`src/rtl/ops_decoder.sv`:
```
// ops_decoder: memory-control decoder for micro-op words, gated by an IDLE/RUN controller.
// Ports: CLK, RESET (async, active-low), uOPs, START in; DREAD, IREAD, DWRITE, BUSMEM, MEMBUSI out.
// Optional: define OPS_DECODER_CONFLICT_FLAG_EN to add the registered CONFLICT output.
module ops_decoder #(
    parameter int UOP_W    = 49,
    parameter int MCTL_LSB = 0,
    parameter int HALT_BIT = 48
) (
    input  logic             CLK,
    input  logic             RESET,
    input  logic [UOP_W-1:0] uOPs,
    input  logic             START,
    output logic             DREAD,
    output logic             IREAD,
    output logic             DWRITE,
    output logic             BUSMEM,
`ifdef OPS_DECODER_CONFLICT_FLAG_EN
    output logic             CONFLICT,
`endif
    output logic             MEMBUSI
);

    typedef enum logic {
        IDLE = 1'b0,
        RUN  = 1'b1
    } state_t;

    state_t state_q;
    state_t state_d;

    // Memory-control request bits
    logic [4:0] mctl;
    logic       req_r;
    logic       req_i;
    logic       req_w;
    logic       req_b;
    logic       req_m;
    logic       halt;

    assign mctl  = uOPs[MCTL_LSB +: 5];
    assign req_r = mctl[0];
    assign req_i = mctl[1];
    assign req_w = mctl[2];
    assign req_b = mctl[3];
    assign req_m = mctl[4];
    assign halt  = uOPs[HALT_BIT];

    // Remaining micro-op bits belong to other decoders
    logic unused_uop_bits;
    assign unused_uop_bits = ^uOPs;

    // One access per cycle, W > R > I; path enables follow their access
    logic g_w;
    logic g_r;
    logic g_i;
    logic g_b;
    logic g_m;

    assign g_w = req_w;
    assign g_r = req_r & ~req_w;
    assign g_i = req_i & ~req_r & ~req_w;
    assign g_b = req_b & g_w;
    assign g_m = req_m & g_i;

    logic dread_d;
    logic iread_d;
    logic dwrite_d;
    logic busmem_d;
    logic membusi_d;

`ifdef OPS_DECODER_CONFLICT_FLAG_EN
    logic multi_acc;
    logic conflict_d;

    // Flags requests the grant logic had to drop or ignore
    assign multi_acc = (req_r & req_i) | (req_r & req_w) | (req_i & req_w);
`endif

    // Next state and next output values
    always_comb begin
        state_d   = state_q;
        dread_d   = 1'b0;
        iread_d   = 1'b0;
        dwrite_d  = 1'b0;
        busmem_d  = 1'b0;
        membusi_d = 1'b0;
`ifdef OPS_DECODER_CONFLICT_FLAG_EN
        conflict_d = 1'b0;
`endif
        unique case (state_q)
            IDLE: begin
                // uOPs is not looked at here, so X words cannot leak out
                if (START) begin
                    state_d = RUN;
                end
            end
            RUN: begin
                if (halt) begin
                    state_d = IDLE;
                end else begin
                    dread_d   = g_r;
                    iread_d   = g_i;
                    dwrite_d  = g_w;
                    busmem_d  = g_b;
                    membusi_d = g_m;
`ifdef OPS_DECODER_CONFLICT_FLAG_EN
                    conflict_d = multi_acc
                               | (req_b & ~req_w)
                               | (req_m & ~req_i);
`endif
                end
            end
            default: begin
                state_d = IDLE;
            end
        endcase
    end

    always_ff @(posedge CLK or negedge RESET) begin
        if (!RESET) begin
            state_q <= IDLE;
        end else begin
            state_q <= state_d;
        end
    end

    always_ff @(posedge CLK or negedge RESET) begin
        if (!RESET) begin
            DREAD   <= 1'b0;
            IREAD   <= 1'b0;
            DWRITE  <= 1'b0;
            BUSMEM  <= 1'b0;
            MEMBUSI <= 1'b0;
        end else begin
            DREAD   <= dread_d;
            IREAD   <= iread_d;
            DWRITE  <= dwrite_d;
            BUSMEM  <= busmem_d;
            MEMBUSI <= membusi_d;
        end
    end

`ifdef OPS_DECODER_CONFLICT_FLAG_EN
    always_ff @(posedge CLK or negedge RESET) begin
        if (!RESET) begin
            CONFLICT <= 1'b0;
        end else begin
            CONFLICT <= conflict_d;
        end
    end
`endif

endmodule

```
`config.mk`:
```
export PLATFORM = sky130hd
export DESIGN_NAME = ops_decoder
export DESIGN_NICKNAME = d
export VERILOG_FILES = /design/src/rtl/ops_decoder.sv
export SDC_FILE = /design/constraint.sdc
export NUM_CORES = 1
export LEC_CHECK = 0
export CAP_MARGIN = 20
export CORE_UTILIZATION = 16
export DETAILED_ROUTE_END_ITERATION = 16
export GPL_TIMING_DRIVEN = 0
export PLACE_DENSITY = 0.79
export SLEW_MARGIN = 20
export SYNTH_ARGS = -nofsm -noshare
export SYNTH_HDL_FRONTEND = slang
export SYNTH_SLANG_ARGS = --single-unit
```
`constraint.sdc`:
```
create_clock -name CLK -period 2 [get_ports CLK]
set_input_delay 0.3 -clock CLK [delete_from_list [all_inputs] [get_ports CLK]]
set_output_delay 0.3 -clock CLK [all_outputs]
set_load 0.05 [all_outputs]
```
* Word level (Yosys, flattened, before mapping)
Cells that the tools add are included.
** Word-level totals
- Flip-flop bits (word level) :: 6
- Output and inout port bits :: 5
** Cells by class
- Muxes and demuxes :: 13
- Bitwise gates (word level) :: 8
** Operators with widths (count)
- $mux 1 :: 12
- $and 1x1->1 :: 5
- $not 1->1 :: 3
- $pmux 1 s2 :: 1

* Logic depth before layout (Yosys ltp)
Gate-level depths: netlist of the first run.
- Depth in word-level cells :: 6
- Gate-level depth with buffers :: 2
- Depth with buffers taken out :: 2

* Worst setup path after synthesis of the first run
OpenSTA, ideal clock, no wires.
- Path kind :: register to output
- Start :: register BUSMEM
- End :: output BUSMEM
- Arrival time :: 0.586 ns
- Data required time :: 1.700 ns
- Path slack :: 1.114 ns
- Cell stages (with the launch flop) :: 1
- Path buffers :: 0
- Cells stage by stage :: dfrtp_1
** RTL lines
- start: declaration :: RTL line 16 : output logic BUSMEM,
- start signal: assignment :: RTL line 138 : BUSMEM <= busmem_d;
No word-level cell between the ends.

* Worst setup path in the final report of the first run
- Start :: register DWRITE
- End :: output DWRITE
** RTL lines
- start: declaration :: RTL line 15 : output logic DWRITE,
- start signal: assignment :: RTL line 137 : DWRITE <= dwrite_d;
No word-level cell between the ends.

==> results_tabular.tex, run 1 <==
\begin{tabular}{lr}
\hline
Metric & Value \\
\hline
\multicolumn{2}{l}{\textbf{Status}} \\
\quad Outcome & completed \\
\multicolumn{2}{l}{\textbf{Worst setup path}} \\
\quad Crit Path Class & flop to output pin \\
\quad Crit-path cells & clkdlybuf4s50\_1 \\
\quad Count of buffering cells on the critical path with inverters included & 1 \\
\quad Maximum net fanout on the critical path & 1 \\
\quad Standard cell with the maximum stage delay on the critical path & clkdlybuf4s50\_1 \\
\quad Path length in cells of the critical path & 1 \\
\quad Cell count of the worst reg-to-reg path & 2 \\
\quad Crit path launch type & flop \\
\quad Data arrival time of the critical path & approximately 1.4 ns \\
\quad Endpoint required time on the critical path & 1.70 ns \\
\quad Stage delay of the slowest cell on the critical path & 0.79 ns \\
\quad Top Family by Delay on Critical Path & buffers and inverters \\
\quad Capturing element type of the critical path & output pin \\
\multicolumn{2}{l}{\textbf{Route}} \\
\quad Number of DRC violations after detailed-routing iteration 0 & 2 \\
\quad Detailed-route wire length & $\sim$420 µm \\
\quad Vias per cell & 3.702 \\
\quad Detail-routed net length per standard cell & 8.979 µm \\
\quad First drt pass iteration count & 2 \\
\quad DRC & 0 \\
\quad Detailed-route via count & $\sim$170 \\
\quad DRT antenna net count & 0 \\
\multicolumn{2}{l}{\textbf{Yosys}} \\
\quad Share of cell area taken by muxes after synthesis & 0 \\
\quad Number of synthesis warnings & 0 \\
\quad Mean instance size in the synthesized netlist & 14.31 µm² \\
\quad Adder-cell share of the synthesized area & 0 \\
\quad Library cell occupying the most area in the post-synthesis netlist & dfrtp\_1 \\
\quad Synth Net Count & 68 \\
\quad XOR/XNOR share of the synthesized area & 0 \\
\quad Number of synthesized register bits & 6 \\
\quad Post-synth cell types & 8 \\
\quad Area fraction in and, or, nand and nor cells after synthesis & 0.3060 \\
\quad Cell count after synthesis & 16 \\
\quad Area fraction in compound gates after synthesis & 0.02186 \\
\quad Register area share after synthesis & 0.6557 \\
\quad Main area contributors after synthesis & dfrtp\_1, nor3b\_2, nor2b\_4 \\
\quad Main combinational cell family by area after synthesis & simple AND/OR/NAND/NOR gates \\
\quad Cell area after synthesis & 229.0 µm² \\
\quad Area share of the leading cell type in the synthesized netlist & 0.6557 \\
\multicolumn{2}{l}{\textbf{Die}} \\
\quad Y dimension of the die & 39.83 µm \\
\quad I/O Pins & 57 \\
\quad Die width & 39.83 µm \\
\quad Core area & 1318 µm² \\
\quad Full die area & 1586 µm² \\
\quad Cell Rows & 13 \\
\quad Starting density of the core & 0.1738 \\
\multicolumn{2}{l}{\textbf{Finish}} \\
\quad Final design utilization & 0.3039 \\
\quad Relative area change from synthesis to final layout & 74.86\% \\
\quad Proportion of layout cells with a drive suffix above 1 & 0.1875 \\
\quad Number of inserted diodes & 0 \\
\quad Post-layout instance area & 400.4 µm² \\
\quad Number of nets in the layout & 86 \\
\quad Filler cell count & 142 \\
\multicolumn{2}{l}{\textbf{Power}} \\
\quad Peak VDD IR & 0.1563 mV \\
\quad Leakage component of the power & $\sim$0.18 nW \\
\quad Total power divided by cell area & 721.0 nW/µm² \\
\multicolumn{2}{l}{\textbf{Clocking}} \\
\quad Clock Latency Late Sink & $\sim$0.24 ns \\
\quad Post-CTS Setup Bufs & 0 \\
\quad Clock root buffer & clkbuf\_4 \\
\quad H-tree depth & 1 \\
\quad Maximum buffer depth of the clock tree & 2 \\
\quad Number of buffers inserted by hold repair at cts & 0 \\
\quad Number of gates resized after cts & 0 \\
\quad CTS sink cnt & 6 \\
\quad CTS tree & yes \\
\quad CTS clk-pin slew, worst paths & 0.04 ns \\
\quad TritonCTS buffer count & 3 \\
\multicolumn{2}{l}{\textbf{Global routing}} \\
\quad Number of antenna violations at the first check in global routing & 0 \\
\quad Global-route met3 utilization & 0.03409 \\
\quad GRT Residual Overflow & 0 \\
\quad Global-route met2 utilization & 0.1066 \\
\quad Grt met1 use & 0.04778 \\
\quad Total track usage & 0.06832 \\
\quad Most congested layer reported by global routing & met2 \\
\quad Largest net degree at the start of global routing & 7 \\
\quad Global-route wire length before repair & between 600 and 700 µm \\
\quad Vias in the first global route & 180 \\
\multicolumn{2}{l}{\textbf{STA}} \\
\quad Setup Viol. Count Final & 0 \\
\quad Least-Margin Pin Slew & 0.4870 ns \\
\quad Maximum achievable frequency & 607.0 MHz \\
\quad Tcrit/Tclk final & 0.8237 \\
\quad TNS Setup & 0 ns \\
\quad Final worst path period need & 1.647 ns \\
\quad Hold violation count in the final report & 0 \\
\quad Worst slew slack as a fraction of its limit & 0.6743 \\
\quad Clock Skews & 0.0001578 ns \\
\quad Setup repair after global routing missed its margin & false \\
\quad Number of pins exceeding their max-slew limit in the final report & 0 \\
\multicolumn{2}{l}{\textbf{Placed design}} \\
\quad Count of input and output buffers & 13 \\
\quad Final weighted congestion in routability-driven placement & around 0.62 \\
\quad Area of placed instances & 377.9 µm² \\
\quad HPWL after DPL & 338.6 µm \\
\multicolumn{2}{l}{\textbf{Job}} \\
\quad Count of max-cap constraint violations & 0 \\
\multicolumn{2}{l}{\textbf{Worst hold path}} \\
\quad Path type of the worst min-delay path & input pin to async pin \\
\hline
\end{tabular}
==> where the power goes <==
part | leakage (nW) | internal [mW] | switching [mW]
combinational | 0.0872 | 0.0272 | 0.0234
clock | 0.0138 | 0.0675 | 0.0388
sequential | 0.0808 | 0.128 | 0.00355
total | 0.182 | 0.223 | 0.0658
==> cell families (layout without fill, tap and decap cells) <==
| kind of cell | after synthesis | count (layout) |
|---|---|---|
| AND/OR/NAND/NOR | 8 | 8 |
| flip-flops | 6 | 6 |
| AO/OA/AOI/OAI | 1 | 1 |
| buffers and inverters | 1 | 17 |
==> worst paths after layout <==
kind	from	endpoint	slack (ns)
worst max register to register	state_q	BUSMEM	1.18
worst min register to register	state_q	state_q	0.49
max in group asynchronous	RESET	BUSMEM	1.51
min in group CLK	state_q	state_q	0.49
worst min-delay path	RESET	state_q	0.29
worst max-delay path	DWRITE	DWRITE	0.35
==> cells in the final DEF, fill, tap and decap left out <==
master and n:
clkdlybuf4s50_1 13, and2_1 2, nand2b_1 1, nor3b_2 2, dfrtp_1 6, inv_1 1
and3_1 2, o21ai_1 1, clkbuf_4 3, nor2b_4 1
==> metal layers <==
| metal | vias to the layer above | wire length (µm) |
|---|---|---|
| met2 | 10 | 229 |
| met4 | 0 | 0 |
| met1 | 78 | 160 |
| met3 | 0 | 32 |
| met5 | - | 0 |
| li1 | 86 | - |
==> cells in the mapped netlist (all sizes together) <==
library cell  instances
dfrtp                 6
and2                  2
and3                  2
nor3b                 2
inv                   1
nand2b                1
nor2b                 1
o21ai                 1
==> area by class of cell <==
cell class / count / area, µm² / share of cell area
multi-input cells: 9 / 75.07 / 0.1875
flip-flops and latches: 6 / 150.1 / 0.3750
inverters: 1 / 3.754 / 0.009375
clock buffers: 3 / 22.52 / 0.05625
well taps: 15 / 18.77 / 0.04688
repair buffers: 13 / 130.1 / 0.3250
==> stage by stage <==
stage | worst slack (ns) | hold WS, ns | std cells | power, mW
floorplan | 1.114 | 0.004409 | 16 | 0.1560
global placement | 0.6101 | 0.4721 | 44 | 0.1831
detailed placement | 0.5970 | 0.4833 | 44 | 0.1841
CTS | 0.3322 | 0.2888 | 47 | 0.2964
global route | 0.2899 | 0.3042 | 47 | 0.3066
finish | 0.3527 | 0.2932 | 47 | 0.2887
==> registers in the layout (all words and copies together), names as in the netlist <==
signal	flops
BUSMEM	1
DREAD	1
DWRITE	1
IREAD	1
MEMBUSI	1
state_q	1
Power figures use the tool's default switching activity.
==> run 2: changes to the inputs <==
--- a/config.mk
+++ b/config.mk
@@ -6,10 +6,10 @@
 export NUM_CORES = 1
 export LEC_CHECK = 0
 export CAP_MARGIN = 20
-export CORE_UTILIZATION = 16
+export CORE_UTILIZATION = 15
 export DETAILED_ROUTE_END_ITERATION = 16
 export GPL_TIMING_DRIVEN = 0
-export PLACE_DENSITY = 0.79
+export PLACE_DENSITY = 0.74
 export SLEW_MARGIN = 20
 export SYNTH_ARGS = -nofsm -noshare
 export SYNTH_HDL_FRONTEND = slang
==> constraint.sdc (replaced) <==
create_clock -name CLK -period 1.55 [get_ports CLK]
set_input_delay 0.2325 -clock CLK [delete_from_list [all_inputs] [get_ports CLK]]
set_output_delay 0.2325 -clock CLK [all_outputs]
set_load 0.05 [all_outputs]
==> results_tabular.tex, run 2 (same netlist as run 1, synthesis figures left out) <==
\begin{tabular}{lr}
\hline
Metric & Value \\
\hline
\multicolumn{2}{l}{\textbf{Clocking}} \\
\quad Number of gates resized after cts & 5 (was 0) \\
\quad Post-CTS Setup Bufs & 0 (unchanged) \\
\quad Number of buffers inserted by hold repair at cts & 0 (unchanged) \\
\quad Clock Latency Late Sink & 0.24 ns (about the same) \\
\quad CTS clk-pin slew, worst paths & 0.04 ns (about the same) \\
\quad TritonCTS buffer count & 3 (unchanged) \\
\quad CTS tree & yes (unchanged) \\
\quad CTS sink cnt & 6 (unchanged) \\
\quad H-tree depth & 1 (unchanged) \\
\quad Maximum buffer depth of the clock tree & 2 (unchanged) \\
\quad Clock root buffer & clkbuf\_4 (unchanged) \\
\multicolumn{2}{l}{\textbf{Power}} \\
\quad Power after layout & 366.9 µW (was 288.7 µW) \\
\quad Peak VDD IR & 0.1925 mV (was 0.1563 mV) \\
\quad Total power divided by cell area & 930.8 nW/µm² (was 721.0 nW/µm²) \\
\quad Leakage component of the power & 0.2043 nW (was 0.1818 nW) \\
\multicolumn{2}{l}{\textbf{STA}} \\
\quad Setup Viol. Count Final & 0 (unchanged) \\
\quad Worst slew slack as a fraction of its limit & 0.6777 (was 0.6743) \\
\quad Final worst path period need & 1.304 ns \\
\quad Setup repair after global routing missed its margin & false (unchanged) \\
\quad Worst-case hold slack & 0.2248 ns (was 0.2932 ns) \\
\quad Clock Skews & 0.002838 ns (was 0.0001578 ns) \\
\quad Number of pins exceeding their max-slew limit in the final report & 0 (unchanged) \\
\quad Maximum achievable frequency & 767.0 MHz \\
\quad Tcrit/Tclk final & 0.8412 \\
\quad TNS Setup & 0 ns (unchanged) \\
\quad Hold violation count in the final report & 0 (unchanged) \\
\quad Least-Margin Pin Slew & 0.4854 ns (was 0.4870 ns) \\
\multicolumn{2}{l}{\textbf{Global routing}} \\
\quad Global-route wire length before repair & 717 µm (was 607 µm) \\
\quad Largest net degree at the start of global routing & 7 (unchanged) \\
\quad Number of antenna violations at the first check in global routing & 0 (unchanged) \\
\quad GRT Residual Overflow & 0 (unchanged) \\
\quad Total track usage & 0.07883 (was 0.06832) \\
\quad Vias in the first global route & 204 (was 180) \\
\multicolumn{2}{l}{\textbf{Route}} \\
\quad First drt pass iteration count & 2 (unchanged) \\
\quad Vias per cell & 3.830 (was 3.702) \\
\quad Detailed-route via count & 180 (was 174) \\
\quad DRC & 0 (unchanged) \\
\quad Number of DRC violations after detailed-routing iteration 0 & 2 (unchanged) \\
\quad Detailed-route wire length & 389 µm (was 422 µm) \\
\quad Detail-routed net length per standard cell & 8.277 µm (was 8.979 µm) \\
\quad DRT antenna net count & 0 (unchanged) \\
\multicolumn{2}{l}{\textbf{Worst setup path}} \\
\quad Stage delay of the slowest cell on the critical path & 0.52 ns (was 0.79 ns) \\
\quad Setup slack on the worst flop-to-flop path & 0.74 ns (was 1.18 ns) \\
\quad Crit-path cells & dlygate4sd2\_1 (was clkdlybuf4s50\_1) \\
\quad Crit Path Class & flop to output pin (unchanged) \\
\quad Crit path launch type & flop (unchanged) \\
\quad Data arrival time of the critical path & 1.07 ns (was 1.35 ns) \\
\quad Top Family by Delay on Critical Path & buffers and inverters (unchanged) \\
\quad Standard cell with the maximum stage delay on the critical path & dlygate4sd2\_1 (was clkdlybuf4s50\_1) \\
\quad Count of buffering cells on the critical path with inverters included & 1 (unchanged) \\
\quad Maximum net fanout on the critical path & 1 (unchanged) \\
\quad Path length in cells of the critical path & 1 (unchanged) \\
\quad Capturing element type of the critical path & output pin (unchanged) \\
\quad Endpoint required time on the critical path & 1.32 ns (was 1.70 ns) \\
\quad Cell count of the worst reg-to-reg path & 2 (unchanged) \\
\multicolumn{2}{l}{\textbf{Finish}} \\
\quad Post-layout instance area & 394.1 µm² (was 400.4 µm²) \\
\quad Proportion of layout cells with a drive suffix above 1 & 0.1875 (unchanged) \\
\quad Commonest cells after routing, fill and taps aside & clkdlybuf4s50\_1, dfrtp\_1, dlygate4sd2\_1 (was clkdlybuf4s50\_1, dfrtp\_1, clkbuf\_4) \\
\quad Filler cell count & 159 (was 142) \\
\quad Number of inserted diodes & 0 (unchanged) \\
\quad Most common cell after layout, fill and taps aside & clkdlybuf4s50\_1 (unchanged) \\
\quad Relative area change from synthesis to final layout & 72.13\% (was 74.86\%) \\
\quad Fin cells & 47 (unchanged) \\
\quad Number of nets in the layout & 86 (unchanged) \\
\multicolumn{2}{l}{\textbf{Die}} \\
\quad I/O Pins & 57 (unchanged) \\
\quad Y dimension of the die & 41.07 µm (was 39.83 µm) \\
\quad Full die area & 1687 µm² (was 1586 µm²) \\
\quad Starting density of the core & 0.1676 (was 0.1738) \\
\quad Cell Rows & 13 (unchanged) \\
\quad Core area & 1366 µm² (was 1318 µm²) \\
\quad Die width & 41.07 µm (was 39.83 µm) \\
\multicolumn{2}{l}{\textbf{Placed design}} \\
\quad Final weighted congestion in routability-driven placement & 0.6843 (was 0.6225) \\
\quad Cells after DPL & 44 (unchanged) \\
\quad Area of placed instances & 377.9 µm² (unchanged) \\
\quad Count of input and output buffers & 13 (unchanged) \\
\multicolumn{2}{l}{\textbf{Status}} \\
\quad Outcome & completed (unchanged) \\
\multicolumn{2}{l}{\textbf{Worst hold path}} \\
\quad Path type of the worst min-delay path & input pin to async pin (unchanged) \\
\multicolumn{2}{l}{\textbf{Job}} \\
\quad Count of max-cap constraint violations & 0 (unchanged) \\
\hline
\end{tabular}
[run 2: cell count changes in the layout (fill, tap and decap cells not counted), sizes merged]
cell           change
clkdlybuf4s50      -5
dlygate4sd2        +5
[run 2: worst reg2reg max path, delay by kind of cell, from the launching register on]
family | cells | cell delay, ns
flip-flops | 1 | 0.39
AND/OR/NAND/NOR | 2 | 0.31
[run 2: area by class of cell]
type | instances | area [µm²] | share of cell area
inverter | 1 | 3.754 | 0.009524
tap | 15 | 18.77 | 0.04762
sequential | 6 | 150.1 | 0.3810
timing repair buffer | 13 | 123.9 | 0.3143
clock buffer | 3 | 22.52 | 0.05714
multi-input combinational | 9 | 75.07 | 0.1905
[run 2: worst paths after layout]
kind,from,end
worst max-delay path,MEMBUSI,MEMBUSI
worst min-delay path,RESET,IREAD
worst max register to register,state_q,MEMBUSI
worst min register to register,state_q,state_q
max in group asynchronous,RESET,DREAD
min in group CLK,state_q,state_q
[run 2: routing by layer]
| metal | vias to the layer above | wire length [µm] | track usage |
|---|---|---|---|
| met5 | - | 0 | 0 |
| met4 | 0 | 19 | 0.1500 |
| met3 | 2 | 39 | 0.03261 |
| met2 | 13 | 176 | 0.1055 |
| met1 | 81 | 154 | 0.06250 |
| li1 | 84 | - | - |
[run 2: power breakdown]
| group | leakage (nW) | switching [mW] | internal [mW] |
|---|---|---|---|
| logic | 0.110 | 0.0295 | 0.0321 |
| registers | 0.0808 | 0.00400 | 0.165 |
| clock network | 0.0138 | 0.0489 | 0.0871 |
| total | 0.204 | 0.0824 | 0.284 |
[run 2: stage by stage]
| stage | setup slack (ns) | utilization |
|---|---|---|
| final | 0.2462 | 0.2885 |
| after global routing | 0.1907 | 0.2885 |
| after CTS | 0.2312 | 0.2885 |
| after detailed placement | 0.2130 | 0.2766 |
| after global placement | 0.2256 | 0.2766 |
| after floorplan | 0.7316 | - |
==> run 3: changes to the inputs <==
==> constraint.sdc (replaced) <==
create_clock -name CLK -period 1.3 [get_ports CLK]
set_input_delay 0.195 -clock CLK [delete_from_list [all_inputs] [get_ports CLK]]
set_output_delay 0.195 -clock CLK [all_outputs]
set_load 0.05 [all_outputs]
==> results_tabular.tex, run 3 (same netlist as run 1, synthesis figures left out) <==
\begin{tabular}{lr}
\hline
Metric & Value \\
\hline
\multicolumn{2}{l}{\textbf{Die}} \\
\quad Y dimension of the die & 41.07 µm (unchanged) \\
\quad Die width & 41.07 µm (unchanged) \\
\quad Full die area & 1687 µm² (unchanged) \\
\quad Starting density of the core & 0.1676 (unchanged) \\
\quad Core area & 1366 µm² (unchanged) \\
\quad I/O Pins & 57 (unchanged) \\
\quad Cell Rows & 13 (unchanged) \\
\multicolumn{2}{l}{\textbf{Route}} \\
\quad DRC & 0 (unchanged) \\
\quad First drt pass iteration count & 2 (unchanged) \\
\quad Vias per cell & 3.830 (unchanged) \\
\quad Number of DRC violations after detailed-routing iteration 0 & 2 (unchanged) \\
\quad Detailed-route wire length & 388 µm (was 389 µm) \\
\quad Detailed-route via count & 180 (unchanged) \\
\quad DRT antenna net count & 0 (unchanged) \\
\quad Detail-routed net length per standard cell & 8.255 µm (was 8.277 µm) \\
\multicolumn{2}{l}{\textbf{Finish}} \\
\quad Final design utilization & 0.2930 (was 0.2885) \\
\quad Relative area change from synthesis to final layout & 74.86\% (was 72.13\%) \\
\quad Fin cells & 47 (unchanged) \\
\quad Most common cell after layout, fill and taps aside & clkdlybuf4s50\_1 (unchanged) \\
\quad Proportion of layout cells with a drive suffix above 1 & 0.1875 (unchanged) \\
\quad Number of nets in the layout & 86 (unchanged) \\
\quad Post-layout instance area & 400.4 µm² (was 394.1 µm²) \\
\quad Commonest cells after routing, fill and taps aside & clkdlybuf4s50\_1, dfrtp\_1, clkdlybuf4s15\_1 (was clkdlybuf4s50\_1, dfrtp\_1, dlygate4sd2\_1) \\
\quad Number of inserted diodes & 0 (unchanged) \\
\multicolumn{2}{l}{\textbf{Global routing}} \\
\quad Grt met1 use & 0.06250 (unchanged) \\
\quad GRT Residual Overflow & 0 (unchanged) \\
\quad Total track usage & 0.07883 (unchanged) \\
\quad Number of antenna violations at the first check in global routing & 0 (unchanged) \\
\quad Global-route wire length before repair & 717 µm (unchanged) \\
\quad Most congested layer reported by global routing & met4 (unchanged) \\
\quad Global-route met3 utilization & 0.03261 (unchanged) \\
\quad Largest net degree at the start of global routing & 7 (unchanged) \\
\quad Vias in the first global route & 204 (unchanged) \\
\quad Global-route met2 utilization & 0.1055 (unchanged) \\
\multicolumn{2}{l}{\textbf{Power}} \\
\quad Total power divided by cell area & 1096 nW/µm² (was 930.8 nW/µm²) \\
\quad Switching share of power & 0.2244 (was 0.2246) \\
\quad Reg power frac & 0.461 (was 0.462) \\
\quad Combinational group share of total power & 0.170 (was 0.168) \\
\quad Pint & 340.2 µW (was 284.5 µW) \\
\quad Power after layout & 438.7 µW (was 366.9 µW) \\
\quad Leakage component of the power & 0.1875 nW (was 0.2043 nW) \\
\quad Peak VDD IR & 0.2298 mV (was 0.1925 mV) \\
\quad Clock group share of total power & 0.370 (was 0.371) \\
\quad Net Switching & 98.45 µW (was 82.39 µW) \\
\multicolumn{2}{l}{\textbf{Clocking}} \\
\quad CTS clk-pin slew, worst paths & 0.04 ns (about the same) \\
\quad H-tree depth & 1 (unchanged) \\
\quad CTS sink cnt & 6 (unchanged) \\
\quad TritonCTS buffer count & 3 (unchanged) \\
\quad Maximum buffer depth of the clock tree & 2 (unchanged) \\
\quad Number of buffers inserted by hold repair at cts & 0 (unchanged) \\
\quad Clock root buffer & clkbuf\_4 (unchanged) \\
\quad Clock Latency Late Sink & 0.24 ns (about the same) \\
\quad CTS tree & yes (unchanged) \\
\multicolumn{2}{l}{\textbf{STA}} \\
\quad Least-Margin Pin Slew & 0.4810 ns (was 0.4854 ns) \\
\quad Tcrit/Tclk final & 0.9533 \\
\quad Number of pins exceeding their max-slew limit in the final report & 0 (unchanged) \\
\quad Final worst path period need & between 1 and 1.5 ns \\
\quad Setup Viol. Count Final & 0 (unchanged) \\
\quad Setup repair after global routing missed its margin & false (unchanged) \\
\quad Worst-case hold slack & 0.1873 ns (was 0.2248 ns) \\
\quad TNS Setup & 0 ns (unchanged) \\
\quad Worst slew slack as a fraction of its limit & 0.6806 (was 0.6777) \\
\quad Hold violation count in the final report & 0 (unchanged) \\
\quad Clock Skews & 0.002838 ns (unchanged) \\
\quad Final worst setup slack & 0.06074 ns (was 0.2462 ns) \\
\quad Maximum achievable frequency & 806.9 MHz \\
\multicolumn{2}{l}{\textbf{Worst setup path}} \\
\quad Capturing element type of the critical path & output pin (unchanged) \\
\quad Standard cell with the maximum stage delay on the critical path & clkdlybuf4s15\_1 (was dlygate4sd2\_1) \\
\quad Crit Path Class & flop to output pin (unchanged) \\
\quad Top Family by Delay on Critical Path & buffers and inverters (unchanged) \\
\quad Crit-path cells & clkdlybuf4s15\_1 (was dlygate4sd2\_1) \\
\quad Crit path launch type & flop (unchanged) \\
\quad Stage delay of the slowest cell on the critical path & 0.49 ns (was 0.52 ns) \\
\quad Data arrival time of the critical path & 1.04 ns (was 1.07 ns) \\
\quad Maximum net fanout on the critical path & 1 (unchanged) \\
\quad Count of buffering cells on the critical path with inverters included & 1 (unchanged) \\
\quad Endpoint required time on the critical path & 1.11 ns (was 1.32 ns) \\
\multicolumn{2}{l}{\textbf{Placed design}} \\
\quad Final weighted congestion in routability-driven placement & 0.6843 (unchanged) \\
\quad Worst setup slack after placement & 0.0004547 ns (was 0.2130 ns) \\
\quad Cells after DPL & 44 (unchanged) \\
\quad Count of input and output buffers & 13 (unchanged) \\
\quad Area of placed instances & 377.9 µm² (unchanged) \\
\multicolumn{2}{l}{\textbf{Job}} \\
\quad Count of max-cap constraint violations & 0 (unchanged) \\
\multicolumn{2}{l}{\textbf{Status}} \\
\quad Outcome & completed (unchanged) \\
\multicolumn{2}{l}{\textbf{Worst hold path}} \\
\quad Path type of the worst min-delay path & input pin to async pin (unchanged) \\
\hline
\end{tabular}
## run 3: area by class of cell
class,count,area [µm²]
Clock buffer,3,22.52
Fill cell,156,965.9
Inverter,1,3.754
Multi-Input combinational cell,9,75.07
Sequential cell,6,150.1
Tap cell,15,18.77
Timing Repair Buffer,13,130.1
## run 3: final timing paths
path	start	to	slack (ns)	depth (start not counted)
max	MEMBUSI	MEMBUSI	0.06	1
min	RESET	IREAD	0.19	1
max reg2reg	state_q	MEMBUSI	0.49	2
min reg2reg	state_q	state_q	0.48	1
max in group asynchronous	RESET	DREAD	0.91	1
min in group CLK	state_q	state_q	0.48	1
## run 3: metal layers
metal  routed length, µm  up-vias  share of wire
met2                 177       13           0.46
li1                    -       84              -
met4                  19        0          0.049
met5                   0        -              0
met3                  37        2          0.095
met1                 154       81           0.40
## run 3: what timing repair did
| item | in CTS | in global routing |
|---|---|---|
| resized for setup | 5 | 5 |
| buffers inserted | 0 | 0 |
| pin swaps | 0 | 0 |
| setup endpoints to repair | 5 | 5 |
## run 3: power by group through the flow
stage | Clock (mW) | Sequential, mW | Combinational [mW]
after floorplan | 0 | 0.222 | 0.0182
after global placement | 0 | 0.204 | 0.0773
after detailed placement | 0 | 0.205 | 0.0782
after CTS | 0.169 | 0.202 | 0.0748
after global routing | 0.187 | 0.203 | 0.0812
final | 0.162 | 0.202 | 0.0744
